[src/rtl/ex_mem_stage.sv]
// EX/MEM pipeline register for the RV32IM 5-stage core.
// Resolves branches/jumps into a one-cycle PC redirect, builds store lane
// masks and lane-replicated store data, and holds/bubbles under stall,
// flush and wrong-path squash.
// Optional feature macro: MISALIGN_TRAP_EN (misaligned H/W access trap).
module ex_mem_stage #(
    parameter int unsigned XLEN         = 32,
    parameter logic [31:0] RESET_PC_TGT = 32'h0000_0000
) (
    input  logic            CLK,
    input  logic            RESETN,
    input  logic            ex_valid,
    output logic            ex_ready,
    input  logic [XLEN-1:0] ex_alu_result,
    input  logic [XLEN-1:0] ex_rs2_data,
    input  logic [4:0]      ex_rd,
    input  logic            ex_reg_write,
    input  logic            ex_mem_read,
    input  logic            ex_mem_write,
    input  logic [2:0]      ex_funct3,
    input  logic            ex_branch,
    input  logic            ex_jump,
    input  logic [XLEN-1:0] ex_target,
    input  logic [XLEN-1:0] ex_pc_plus4,
    input  logic            mem_stall,
    input  logic            flush,
    output logic            mem_valid,
    output logic [XLEN-1:0] mem_addr,
    output logic [XLEN-1:0] mem_wdata,
    output logic [XLEN-1:0] mem_result,
    output logic [3:0]      mem_byte_en,
    output logic [4:0]      mem_rd,
    output logic            mem_reg_write,
    output logic            mem_read,
    output logic            mem_write,
    output logic [2:0]      mem_funct3,
    output logic            redirect_valid,
    output logic [XLEN-1:0] redirect_pc,
    output logic            misalign_trap
);

    logic            r_valid;
    logic [XLEN-1:0] r_addr;
    logic [XLEN-1:0] r_wdata;
    logic [XLEN-1:0] r_result;
    logic [3:0]      r_byte_en;
    logic [4:0]      r_rd;
    logic            r_reg_write;
    logic            r_read;
    logic            r_write;
    logic [2:0]      r_funct3;
    logic            r_redirect_valid;
    logic [XLEN-1:0] r_redirect_pc;
    logic            r_misalign;

    logic            w_cond;
    logic            w_taken;
    logic            w_is_mem;
    logic [3:0]      w_byte_en;
    logic [XLEN-1:0] w_wdata;
    logic            w_misalign;

    assign w_is_mem = ex_mem_read | ex_mem_write;

    // Branch condition from the ALU result (XOR for EQ/NE, SLT/SLTU for the rest)
    always_comb begin
        w_cond = 1'b0;
        case (ex_funct3)
            3'b000:  w_cond = (ex_alu_result == '0);
            3'b001:  w_cond = (ex_alu_result != '0);
            3'b100,
            3'b110:  w_cond = ex_alu_result[0];
            3'b101,
            3'b111:  w_cond = ~ex_alu_result[0];
            default: w_cond = 1'b0;
        endcase
    end

    assign w_taken = ex_jump | (ex_branch & w_cond);

    // Lane mask and lane-replicated store data by access size
    always_comb begin
        w_byte_en = 4'b0000;
        w_wdata   = ex_rs2_data;
        case (ex_funct3[1:0])
            2'b00: begin
                w_byte_en = 4'(4'b0001 << ex_alu_result[1:0]);
                w_wdata   = {4{ex_rs2_data[7:0]}};
            end
            2'b01: begin
                w_byte_en = ex_alu_result[1] ? 4'b1100 : 4'b0011;
                w_wdata   = {2{ex_rs2_data[15:0]}};
            end
            2'b10: begin
                w_byte_en = 4'b1111;
                w_wdata   = ex_rs2_data;
            end
            default: begin
                w_byte_en = 4'b0000;
                w_wdata   = ex_rs2_data;
            end
        endcase
        if (!w_is_mem) begin
            w_byte_en = 4'b0000;
        end
    end

`ifdef MISALIGN_TRAP_EN
    // Halfword on odd address or word off a 4-byte boundary
    assign w_misalign = w_is_mem &
                        (((ex_funct3[1:0] == 2'b01) & ex_alu_result[0]) |
                         ((ex_funct3[1:0] == 2'b10) & (ex_alu_result[1:0] != 2'b00)));
`else
    assign w_misalign = 1'b0;
`endif

    // Pipeline register: flush > stall > squash > capture
    always_ff @(posedge CLK or negedge RESETN) begin
        if (!RESETN) begin
            r_valid          <= 1'b0;
            r_addr           <= '0;
            r_wdata          <= '0;
            r_result         <= '0;
            r_byte_en        <= 4'b0000;
            r_rd             <= 5'd0;
            r_reg_write      <= 1'b0;
            r_read           <= 1'b0;
            r_write          <= 1'b0;
            r_funct3         <= 3'd0;
            r_redirect_valid <= 1'b0;
            r_redirect_pc    <= XLEN'(RESET_PC_TGT);
            r_misalign       <= 1'b0;
        end else if (flush) begin
            r_valid          <= 1'b0;
            r_redirect_valid <= 1'b0;
            r_misalign       <= 1'b0;
        end else if (mem_stall) begin
            r_redirect_valid <= 1'b0;
            r_misalign       <= 1'b0;
        end else if (r_redirect_valid) begin
            r_valid          <= 1'b0;
            r_redirect_valid <= 1'b0;
            r_misalign       <= 1'b0;
        end else begin
            r_valid          <= ex_valid;
            r_redirect_valid <= ex_valid & w_taken;
            r_misalign       <= ex_valid & w_misalign;
            if (ex_valid) begin
                r_addr      <= ex_alu_result;
                r_wdata     <= w_wdata;
                r_result    <= ex_jump ? ex_pc_plus4 : ex_alu_result;
                r_byte_en   <= w_byte_en;
                r_rd        <= ex_rd;
                r_reg_write <= ex_reg_write & ~w_misalign;
                r_read      <= ex_mem_read & ~w_misalign;
                r_write     <= ex_mem_write & ~w_misalign;
                r_funct3    <= ex_funct3;
                if (w_taken) begin
                    r_redirect_pc <= ex_target;
                end
            end
        end
    end

    assign ex_ready       = ~mem_stall;
    assign mem_valid      = r_valid;
    assign mem_addr       = r_addr;
    assign mem_wdata      = r_wdata;
    assign mem_result     = r_result;
    assign mem_rd         = r_rd;
    assign mem_funct3     = r_funct3;
    assign redirect_valid = r_redirect_valid;
    assign redirect_pc    = r_redirect_pc;
    assign misalign_trap  = r_misalign;

    // Bubbles never write registers or memory
    assign mem_reg_write  = r_valid & r_reg_write;
    assign mem_read       = r_valid & r_read;
    assign mem_write      = r_valid & r_write;
    assign mem_byte_en    = r_valid ? r_byte_en : 4'b0000;

endmodule
[config.mk]
export PLATFORM = sky130hd
export DESIGN_NAME = ex_mem_stage
export DESIGN_NICKNAME = d
export VERILOG_FILES = /design/src/rtl/ex_mem_stage.sv
export SDC_FILE = /design/constraint.sdc
export NUM_CORES = 1
export LEC_CHECK = 0
export ABC_AREA = 0
export CAP_MARGIN = 20
export CORE_MARGIN = 5
export CORE_UTILIZATION = 41
export DETAILED_ROUTE_END_ITERATION = 7
export PLACE_DENSITY = 0.8
export SKIP_LAST_GASP = 1
export SLEW_MARGIN = 20
export SYNTH_ARGS = -nofsm -noshare
export SYNTH_HDL_FRONTEND = slang
export SYNTH_SLANG_ARGS = --single-unit
[constraint.sdc]
create_clock -name CLK -period 2.6 [get_ports CLK]
set_input_delay 0.39 -clock CLK [delete_from_list [all_inputs] [get_ports CLK]]
set_output_delay 0.39 -clock CLK [all_outputs]
set_load 0.01 [all_outputs]
==> results.md, run 1 <==
* Status: completed
* Syn Inst Count at 601
* Overflow after GRT at 0
* Vias in the first global route at 5691
* Final GP Congestion at 0.8197
* Slowest cell on crit path: nor4_1
* Pin count of the biggest net entering global routing at 171
* Critical path endpoint category: flop
* Final core area utilization at 0.6807
* Worst EP required at 2890 ps
* Post-CTS Hold Fix Bufs at 1
* Slowest stage delay, CP at 480 ps
* Layout cell share with drive strength beyond 1 at 0.1224
* Antenna viol nets, final at 0
* Tcrit/Tclk final at 0.9697
* Final Setup Violations at 0
* # clock sinks at 145
* Post-cts resize count at 0
* Hold Crit Class: input pin to asynchronous set/reset pin
* Max-cap violations at 0
* Clk slew on worst S/H paths at 60 ps
* Fill cells at 1188
* Commonest non-fill, non-tap cells in the layout: clkdlybuf4s50_1 (289), nand2_1 (212), dfrtp_1 (145), o21ai_0 (63), mux2i_1 (56)
* Vias/cell at 4.936
* Post-route DRC at 0
* Slew Limit Fails at 0
* Drt wl/cell at 17.61 um
* IO Pins at 293
* # diodes at 0
* Setup tns final at 0 ps
* Achievable frequency at 396.6 MHz
* Commonest non-fill, non-tap cell in the layout: clkdlybuf4s50_1
* PortBufs at 291
* CTS tree: yes
* Clock Latency Late Sink at 410 ps
* Crit path launch type: input pin
* Via count at 5523
* Initial Util at 0.4153
* Synth cell types at 26
* Die Height at 133.6 um
* Final Skew at 9.515 ps
* CP Max Fanout at 33
* Total Routing Usage GR at 0.2220
* CORE AREA at 0.01509 sq mm
* Die Wd at 133.6 um
* Cell Pwr Density at 745.6 mW/mm^2
* Initial drt markers at 247
* Die area at 0.01786 sq mm
* Fin nets at 1066
* Post-CTS setup-driven buffer insertion count at 0
* Least-Margin Pin Slew at 740.5 ps
* Slew margin rel. at 0.5063
* Tmin final at 2521 ps
* Setup CP Type: input pin to flop
* Avg Cell Area, Syn at 10.43 sq um
* Routed WL at 19700 um
* Dpl hpwl at 14750 um
* Peak supply drop at 0.0004046 V
* Clock root cell: clkbuf_16
* Post-synthesis sequential area ratio at 0.5791
* R2R setup slack at 480 ps
* Crit-path cells: clkdlybuf4s50_1, nor4_1, buf_4, and4_1, nand3_1, a311oi_4, buf_12, mux2_2
* Maximum clock path buffer count at 2
* Initial antenna violation count at 0
* RSZ-0062 raised after global routing: false
* Detailed Routing Iterations Pass 1 at 4
* Syn Std Cell Area at 0.006266 sq mm
* TritonCTS Buffers at 17
* Site Rows at 45
* Fin. Hold Viols at 0
* Synth Warn # at 0
* Layout area overhead at 63.92%
* Htree depth at 4
* Critical path data arrival time at 2810 ps
* Syn nets at 747
* Yosys reg bits at 145
* Global-route wire length before repair at 31060 um
* Leak at 4.778 nW
## routing by layer
layer | global-route usage | vias to the layer above | wire length (um) | share of wire
li1 | - | 2629 | - | -
met2 | 0.3612 | 221 | 9345 | 0.47
met1 | 0.2645 | 2613 | 7982 | 0.41
met3 | 0.07289 | 60 | 1522 | 0.077
met4 | 0.1114 | 0 | 852 | 0.043
met5 | 0 | - | 0 | 0
## final cells by class
type / instances / area, sq um / share of cell area
repair buffers: 338 / 3314 / 0.3227
flip-flops and latches: 145 / 3628 / 0.3533
multi-input cells: 415 / 2466 / 0.2401
well taps: 188 / 235.2 / 0.02290
clock buffers: 19 / 452.9 / 0.04410
clock inverters: 11 / 162.7 / 0.01584
inverters: 3 / 11.26 / 0.001096
## cell families (layout without fill, tap and decap cells)
| logic type | Yosys count | after routing | synth area share |
|---|---|---|---|
| and+or+nand+nor | 245 | 245 | 0.1563 |
| buffers and inverters | 41 | 371 | 0.02895 |
| other | 1 | 1 | 0.0005985 |
| muxes | 88 | 88 | 0.1643 |
| DFF | 145 | 145 | 0.5791 |
| xor gates and xnor gates | 1 | 1 | 0.001398 |
| AOI/OAI and AO/OA | 80 | 80 | 0.06929 |
## where the power goes
group          leakage (nW)  switching [mW]  internal (mW)  total (mW)
Clock                 0.296           0.927           1.64        2.56
Sequential             1.80           0.248           2.71        2.95
Combinational          2.68           0.851           1.29        2.14
## through the flow
step | hold WS (ps) | power (mW) | cells | worst slack, ps | instance area, sq um
final | 459.0 | 7.658 | 1119 | 78.75 | 10270
after global routing | 481.1 | 8.036 | 1119 | 53.86 | 10270
after CTS | 461.1 | 7.744 | 1119 | 101.8 | 10270
after detailed placement | 326.9 | 5.145 | 1088 | -300.4 | 9646
after global placement | 331.7 | 5.082 | 1088 | -307.0 | 9646
after floorplan | 94.41 | 3.724 | 601 | 476.3 | 6266
## path summary, 6_finish.rpt
| kind | from | endpoint | depth (start not counted) |
|---|---|---|---|
| max | ex_alu_result[8] | redirect_pc[0] | 8 |
| min | RESETN | mem_addr[3] | 2 |
| max reg2reg | redirect_valid | redirect_pc[0] | 4 |
| min reg2reg | r_byte_en[2] | r_byte_en[2] | 2 |
| max in group asynchronous | RESETN | mem_wdata[10] | 3 |
| min in group CLK | r_byte_en[2] | r_byte_en[2] | 2 |
## cells in the mapped netlist, drive strengths merged
cell type,instances,share of area
nor4,8,0.0080
a21oi,12,0.0096
mux2i,56,0.089
a311oi,1,0.0042
and4,2,0.0028
buf,9,0.0098
a21o,2,0.0024
dfrtp,145,0.58
and2,7,0.0070
conb,1,0.00060
inv,3,0.0018
o211ai,1,0.0012
o21ba,1,0.0016
or4b,1,0.0016
nand3,1,0.00080
nor2,13,0.0078
clkbuf,29,0.017
o21ai,63,0.050
nor4b,1,0.0014
nand2,212,0.13
mux2,32,0.075
xor2,1,0.0014
## registers in the layout, summed over array words and instances, names as in the netlist
| name | cells |
|---|---|
| mem_wdata | 32 |
| redirect_valid | 1 |
| mem_funct3 | 3 |
| mem_rd | 5 |
| r_write | 1 |
| mem_addr | 32 |
| mem_valid | 1 |
| r_byte_en | 4 |
| r_reg_write | 1 |
| mem_result | 32 |
| r_read | 1 |
| redirect_pc | 32 |
## worst max-delay path, delay by kind of cell
kind / cells / cell delay (ps)
buffers and inverters: 3 / 920
and+or+nand+nor: 3 / 830
muxes: 1 / 390
AOI/OAI and AO/OA: 1 / 260
(Power assumes the default switching activity.)
==> run 2: changes to the inputs <==
Settings changed: REMOVE_ABC_BUFFERS from default to 1.
==> results.md, run 2 (synthesized netlist as in run 1, its figures left out) <==
* Status: completed
* Clock root cell: clkbuf_16
* Least-Margin Pin Slew at 984.0 ps (+243.5 ps)
* Initial Util at 0.4153 (unchanged)
* Reg2reg end: redirect_pc[29]
* Site Rows at 45 (unchanged)
* Critical path endpoint category: flop
* Multi-input gate area at 0.002466 sq mm (unchanged)
* Slew margin rel. at 0.3416 (-0.1647)
* Worst hold start: ex_jump
* Initial antenna violation count at 0 (unchanged)
* Max-cap violations at 0 (unchanged)
* Critical path data arrival time at 2760 ps (-50 ps)
* Met1 wire length at 7855 um (-1.6%)
* PortBufs at 291 (unchanged)
* Die Height at 133.6 um (unchanged)
* Tcrit/Tclk final at 0.9460 (-0.02372)
* Cell Pwr Density at 738.4 mW/mm^2 (-0.97%)
* Maximum clock path buffer count at 2 (unchanged)
* Max Used Layer: met4
* Leak at 4.756 nW (-0.46%)
* Final GP Congestion at 0.8113 (-1.0%)
* Peak supply drop at 0.0004116 V (+1.7%)
* Routed WL at 19800 um (+0.48%)
* Setup tns final at 0 ps (unchanged)
* Commonest non-fill, non-tap cells in the layout: clkdlybuf4s50_1 (289), nand2_1 (212), dfrtp_1 (145), o21ai_0 (63), mux2i_1 (56)
* Final Setup Violations at 0 (unchanged)
* R2r worst-path depth at 4 (unchanged)
* CORE AREA at 0.01509 sq mm (unchanged)
* CTS tree: yes
* Overflow after GRT at 0 (unchanged)
* Layout area overhead at 63.16%
* Hold endpoint: mem_result[27]
* Dpl hpwl at 14820 um (+0.46%)
* Clk slew on worst S/H paths at 70 ps (about the same)
* R2R Path Start: redirect_valid
* Die area at 0.01786 sq mm (unchanged)
* Hold Crit Class: input pin to flop
* Detailed Routing Iterations Pass 1 at 4 (unchanged)
* Post-CTS Hold Fix Bufs at 1 (unchanged)
* TritonCTS Buffers at 17 (unchanged)
* Via count at 5421 (-1.8%)
* RSZ-0062 raised after global routing: false
* WL met2 at 9752 um (+4.4%)
* Clock Latency Late Sink at 420 ps (about the same)
* Commonest non-fill, non-tap cell in the layout: clkdlybuf4s50_1
* Reg area at 0.003628 sq mm (unchanged)
* Die Wd at 133.6 um (unchanged)
* # diodes at 0 (unchanged)
* Htree depth at 4 (unchanged)
* Fin. Hold Viols at 0 (unchanged)
* Vias/cell at 4.845 (-1.8%)
* Final core area utilization at 0.6775 (-0.003151)
* Fin nets at 1064 (-0.19%)
* CP Max Fanout at 12 (-64%)
* Slew Limit Fails at 0 (unchanged)
* Total Routing Usage GR at 0.2199 (-0.002050)
* Hold path cells at 3
* Drt wl/cell at 17.69 um (+0.48%)
* Tmin final at 2460 ps (-61.67 ps)
* Fill cells at 1179 (-0.76%)
* DR WL met3 at 1700 um (+12%)
* Setup CP Type: input pin to flop
* Post-CTS setup-driven buffer insertion count at 0 (unchanged)
* Achievable frequency at 406.6 MHz (+2.5%)
* Post-cts resize count at 0 (unchanged)
* Initial drt markers at 314 (+27%)
* Worst EP required at 2900 ps (about the same)
* # clock sinks at 145 (unchanged)
* Pin count of the biggest net entering global routing at 171 (unchanged)
* Post-route DRC at 0 (unchanged)
* Final Skew at 10.76 ps (+1.241 ps)
* WHS at 411.0 ps (-48.00 ps)
* R2R setup slack at 520 ps (+40 ps)
* Layout cell share with drive strength beyond 1 at 0.1224 (unchanged)
* Antenna viol nets, final at 0 (unchanged)
* Global-route wire length before repair at 30910 um (-0.46%)
* Crit path launch type: input pin
* Vias in the first global route at 5624 (-1.2%)
* IO Pins at 293 (unchanged)
==> run 2: cell count changes in the layout (fill, tap and decap cells not counted), moves of 2 or more <==
| cell | before | now |
|---|---|---|
| inv_6 | 0 | 6 |
| clkinv_2 | 4 | 1 |
| clkinv_4 | 0 | 3 |
| bufinv_16 | 4 | 2 |
| clkbuf_8 | 2 | 0 |
==> run 2: worst max-delay path by stage <==
stage	startpoint	to	slack, ps	depth (start not counted)
floorplan	flush	r_byte_en[0]	-2530	3
global placement	ex_alu_result[22]	redirect_pc[30]	-260	7
detailed placement	ex_alu_result[22]	redirect_pc[29]	-330	7
CTS	ex_alu_result[22]	redirect_pc[29]	120	7
global route	ex_alu_result[25]	redirect_pc[29]	70	8
finish	ex_alu_result[22]	redirect_pc[29]	140	7
==> run 2: cell type report <==
cell class / count / share of cell area
inverters: 3 / 0.001101
clock inverters: 15 / 0.01664
clock buffers: 17 / 0.04161
well taps: 188 / 0.02301
multi-input cells: 415 / 0.2412
flip-flops and latches: 145 / 0.3549
repair buffers: 336 / 0.3215
==> run 2: worst max-delay path: stages <==
cell and delay, ps:
clkdlybuf4s50_1 500, nor4_1 520, and4_1 300, nand3_1 130, a311oi_4 290, buf_4 310, mux2_4 330
==> run 2: report_power, final <==
group,switching (mW),leakage (nW),internal (mW)
clock network,1.03,0.288,1.44
registers,0.247,1.80,2.70
logic,0.846,2.67,1.28
==> run 2: metrics by stage <==
| stage | cell area, sq um | instances | power (mW) | setup slack, ps |
|---|---|---|---|---|
| finish | 10220 | 1119 | 7.549 | 140.4 |
| global route | 10220 | 1119 | 7.908 | 71.26 |
| CTS | 10220 | 1119 | 7.623 | 120.0 |
| detailed placement | 9618 | 1086 | 5.131 | -331.8 |
| global placement | 9618 | 1086 | 5.080 | -256.5 |
| floorplan | 6096 | 563 | 3.700 | -2527 |
==> run 2: metal layers <==
layer,GRT usage,vias to the layer above
li1,-,2623
met1,0.2573,2571
met2,0.3742,197
met3,0.08384,30
met4,0.07086,0
met5,0,-
==> run 3: changes to the inputs <==
Settings changed: CORE_MARGIN 5 to 2.
==> results.md, run 3 (synthesized netlist as in run 1, its figures left out) <==
* Status: completed
* IO Pins at 293 (unchanged)
* Hold Crit Class: input pin to asynchronous set/reset pin
* Final WS setup at 140.5 ps (+0.1120 ps)
* WL met2 at 9436 um (-3.2%)
* Initial drt markers at 245 (-22%)
* DR WL met3 at 1656 um (-2.6%)
* Initial Util at 0.4153 (unchanged)
* Crit path launch type: input pin
* Slew Limit Fails at 0 (unchanged)
* Final GP Congestion at 0.8438 (+4.0%)
* R2R Path Start: redirect_valid
* Commonest non-fill, non-tap cells in the layout: clkdlybuf4s50_1 (289), nand2_1 (212), dfrtp_1 (145), o21ai_0 (63), mux2i_1 (56)
* Clock Latency Late Sink at 420 ps (about the same)
* Layout cell share with drive strength beyond 1 at 0.1120 (-0.01049)
* Vias/cell at 4.836 (-0.17%)
* Global-route wire length before repair at 29790 um (-3.6%)
* Tmin final at 2459 ps (-0.1120 ps)
* Vias in the first global route at 5488 (-2.4%)
* RSZ-0062 raised after global routing: false
* Final Setup Violations at 0 (unchanged)
* CTS tree: yes
* Die area at 0.01629 sq mm (-8.8%)
* Slowest stage delay, CP at 490 ps (-30 ps)
* Fin. Hold Viols at 0 (unchanged)
* Drt wl/cell at 17.13 um (-3.2%)
* Detailed Routing Iterations Pass 1 at 5 (+1)
* Critical path data arrival time at 2760 ps (about the same)
* Worst EP required at 2900 ps (about the same)
* Site Rows at 45 (unchanged)
* Crit-path cells: clkdlybuf4s50_1, nor4_1, and4_1, nand3_1, a311oi_4, buf_12, mux2_2
* Layout area overhead at 62.28%
* Die Wd at 127.6 um (-4.5%)
* Final Skew at 5.803 ps (-4.954 ps)
* Multi-input gate area at 0.002466 sq mm (unchanged)
* CP Max Fanout at 33 (+21)
* Pre-CTS setup slack at -299.1 ps (+32.69 ps)
* Initial antenna violation count at 2 (+2)
* Leak at 4.713 nW (-0.90%)
* Least-Margin Pin Slew at 931.3 ps (-52.70 ps)
* Htree depth at 4 (unchanged)
* Clk slew on worst S/H paths at 60 ps (about the same)
* Post-CTS Hold Fix Bufs at 0 (-1)
* Slowest cell on crit path: clkdlybuf4s50_1
* Reg area at 0.003628 sq mm (unchanged)
* Slew margin rel. at 0.3768 (+0.03526)
* Tcrit/Tclk final at 0.9459 (about the same)
* Post-route DRC at 0 (unchanged)
* Overflow after GRT at 0 (unchanged)
* Die Height at 127.6 um (-4.5%)
* Dpl hpwl at 13450 um (-9.3%)
* Antenna viol nets, final at 0 (unchanged)
* Cell Pwr Density at 741.1 mW/mm^2 (+0.37%)
* Total Routing Usage GR at 0.2368 (+0.01685)
* Commonest non-fill, non-tap cell in the layout: clkdlybuf4s50_1
* Setup CP Type: input pin to flop
* PortBufs at 291 (unchanged)
* Max-cap violations at 0 (unchanged)
* R2R setup slack at 510 ps (about the same)
* Post-cts resize count at 0 (unchanged)
* CORE AREA at 0.01509 sq mm (unchanged)
* Max Used Layer: met4
* Maximum clock path buffer count at 2 (unchanged)
* Worst setup startpoint: ex_alu_result[22]
* Via count at 5368 (-0.98%)
* TritonCTS Buffers at 17 (unchanged)
* Achievable frequency at 406.6 MHz (about the same)
* Pin count of the biggest net entering global routing at 171 (unchanged)
* # clock sinks at 145 (unchanged)
* Clock root cell: clkbuf_16
* Met1 wire length at 7445 um (-5.2%)
* Fill cells at 1183 (+0.34%)
* Fin nets at 1054 (-0.94%)
* Power Total at 7.536 mW (-0.17%)
* Critical path endpoint category: flop
* Post-CTS setup-driven buffer insertion count at 0 (unchanged)
* Routed WL at 19010 um (-4.0%)
* Peak supply drop at 0.0004550 V (+11%)
## run 3: worst paths after layout
path	endpoint	cells after the start
setup reg to reg	redirect_pc[0]	4
max in group asynchronous	mem_addr[14]	2
hold reg to reg	r_reg_write	2
min in group CLK	r_reg_write	2
hold / removal	redirect_pc[23]	2
setup / recovery	redirect_pc[0]	7
## run 3: routing by layer
layer | vias up | track usage
li1 | 2602 | -
met1 | 2541 | 0.2779
met2 | 193 | 0.3951
met3 | 32 | 0.08878
met4 | 0 | 0.09179
met5 | - | 0
## run 3: power breakdown
part / internal (mW) / total [mW] / leakage [nW] / switching [mW]
Sequential: 2.71 / 2.96 / 1.80 / 0.252
Clock: 1.54 / 2.46 / 0.291 / 0.929
Combinational: 1.28 / 2.11 / 2.62 / 0.835
Total: 5.52 / 7.54 / 4.71 / 2.02
## run 3: area by class of cell
class,instances,share of cell area
Antenna cell,2,0.0004922
Clock buffer,23,0.04897
Clock inverter,8,0.01009
Inverter,3,0.001107
Multi-Input combinational cell,415,0.2425
Sequential cell,145,0.3568
Tap cell,188,0.02313
Timing Repair Buffer,326,0.3168
## run 3: per-stage QoR
stage                     instances  TNS (ps)  hold slack, ps  instance area, sq um    util
final                          1110         0           68.73                 10170  0.6739
after detailed placement       1077     -8490           455.2                  9563  0.6337
after floorplan                 563   -227240           94.41                  6096       -
after global placement         1077     -7564           450.4                  9563  0.6337
after CTS                      1108         0           125.5                 10160  0.6735
after global routing           1110         0           129.4                 10170  0.6739
## run 3: critical path: cells and delay by family
kind	cells	cell delay, ps
mux	1	360
buf+inv	2	780
compound gates	1	260
simple gates	3	930
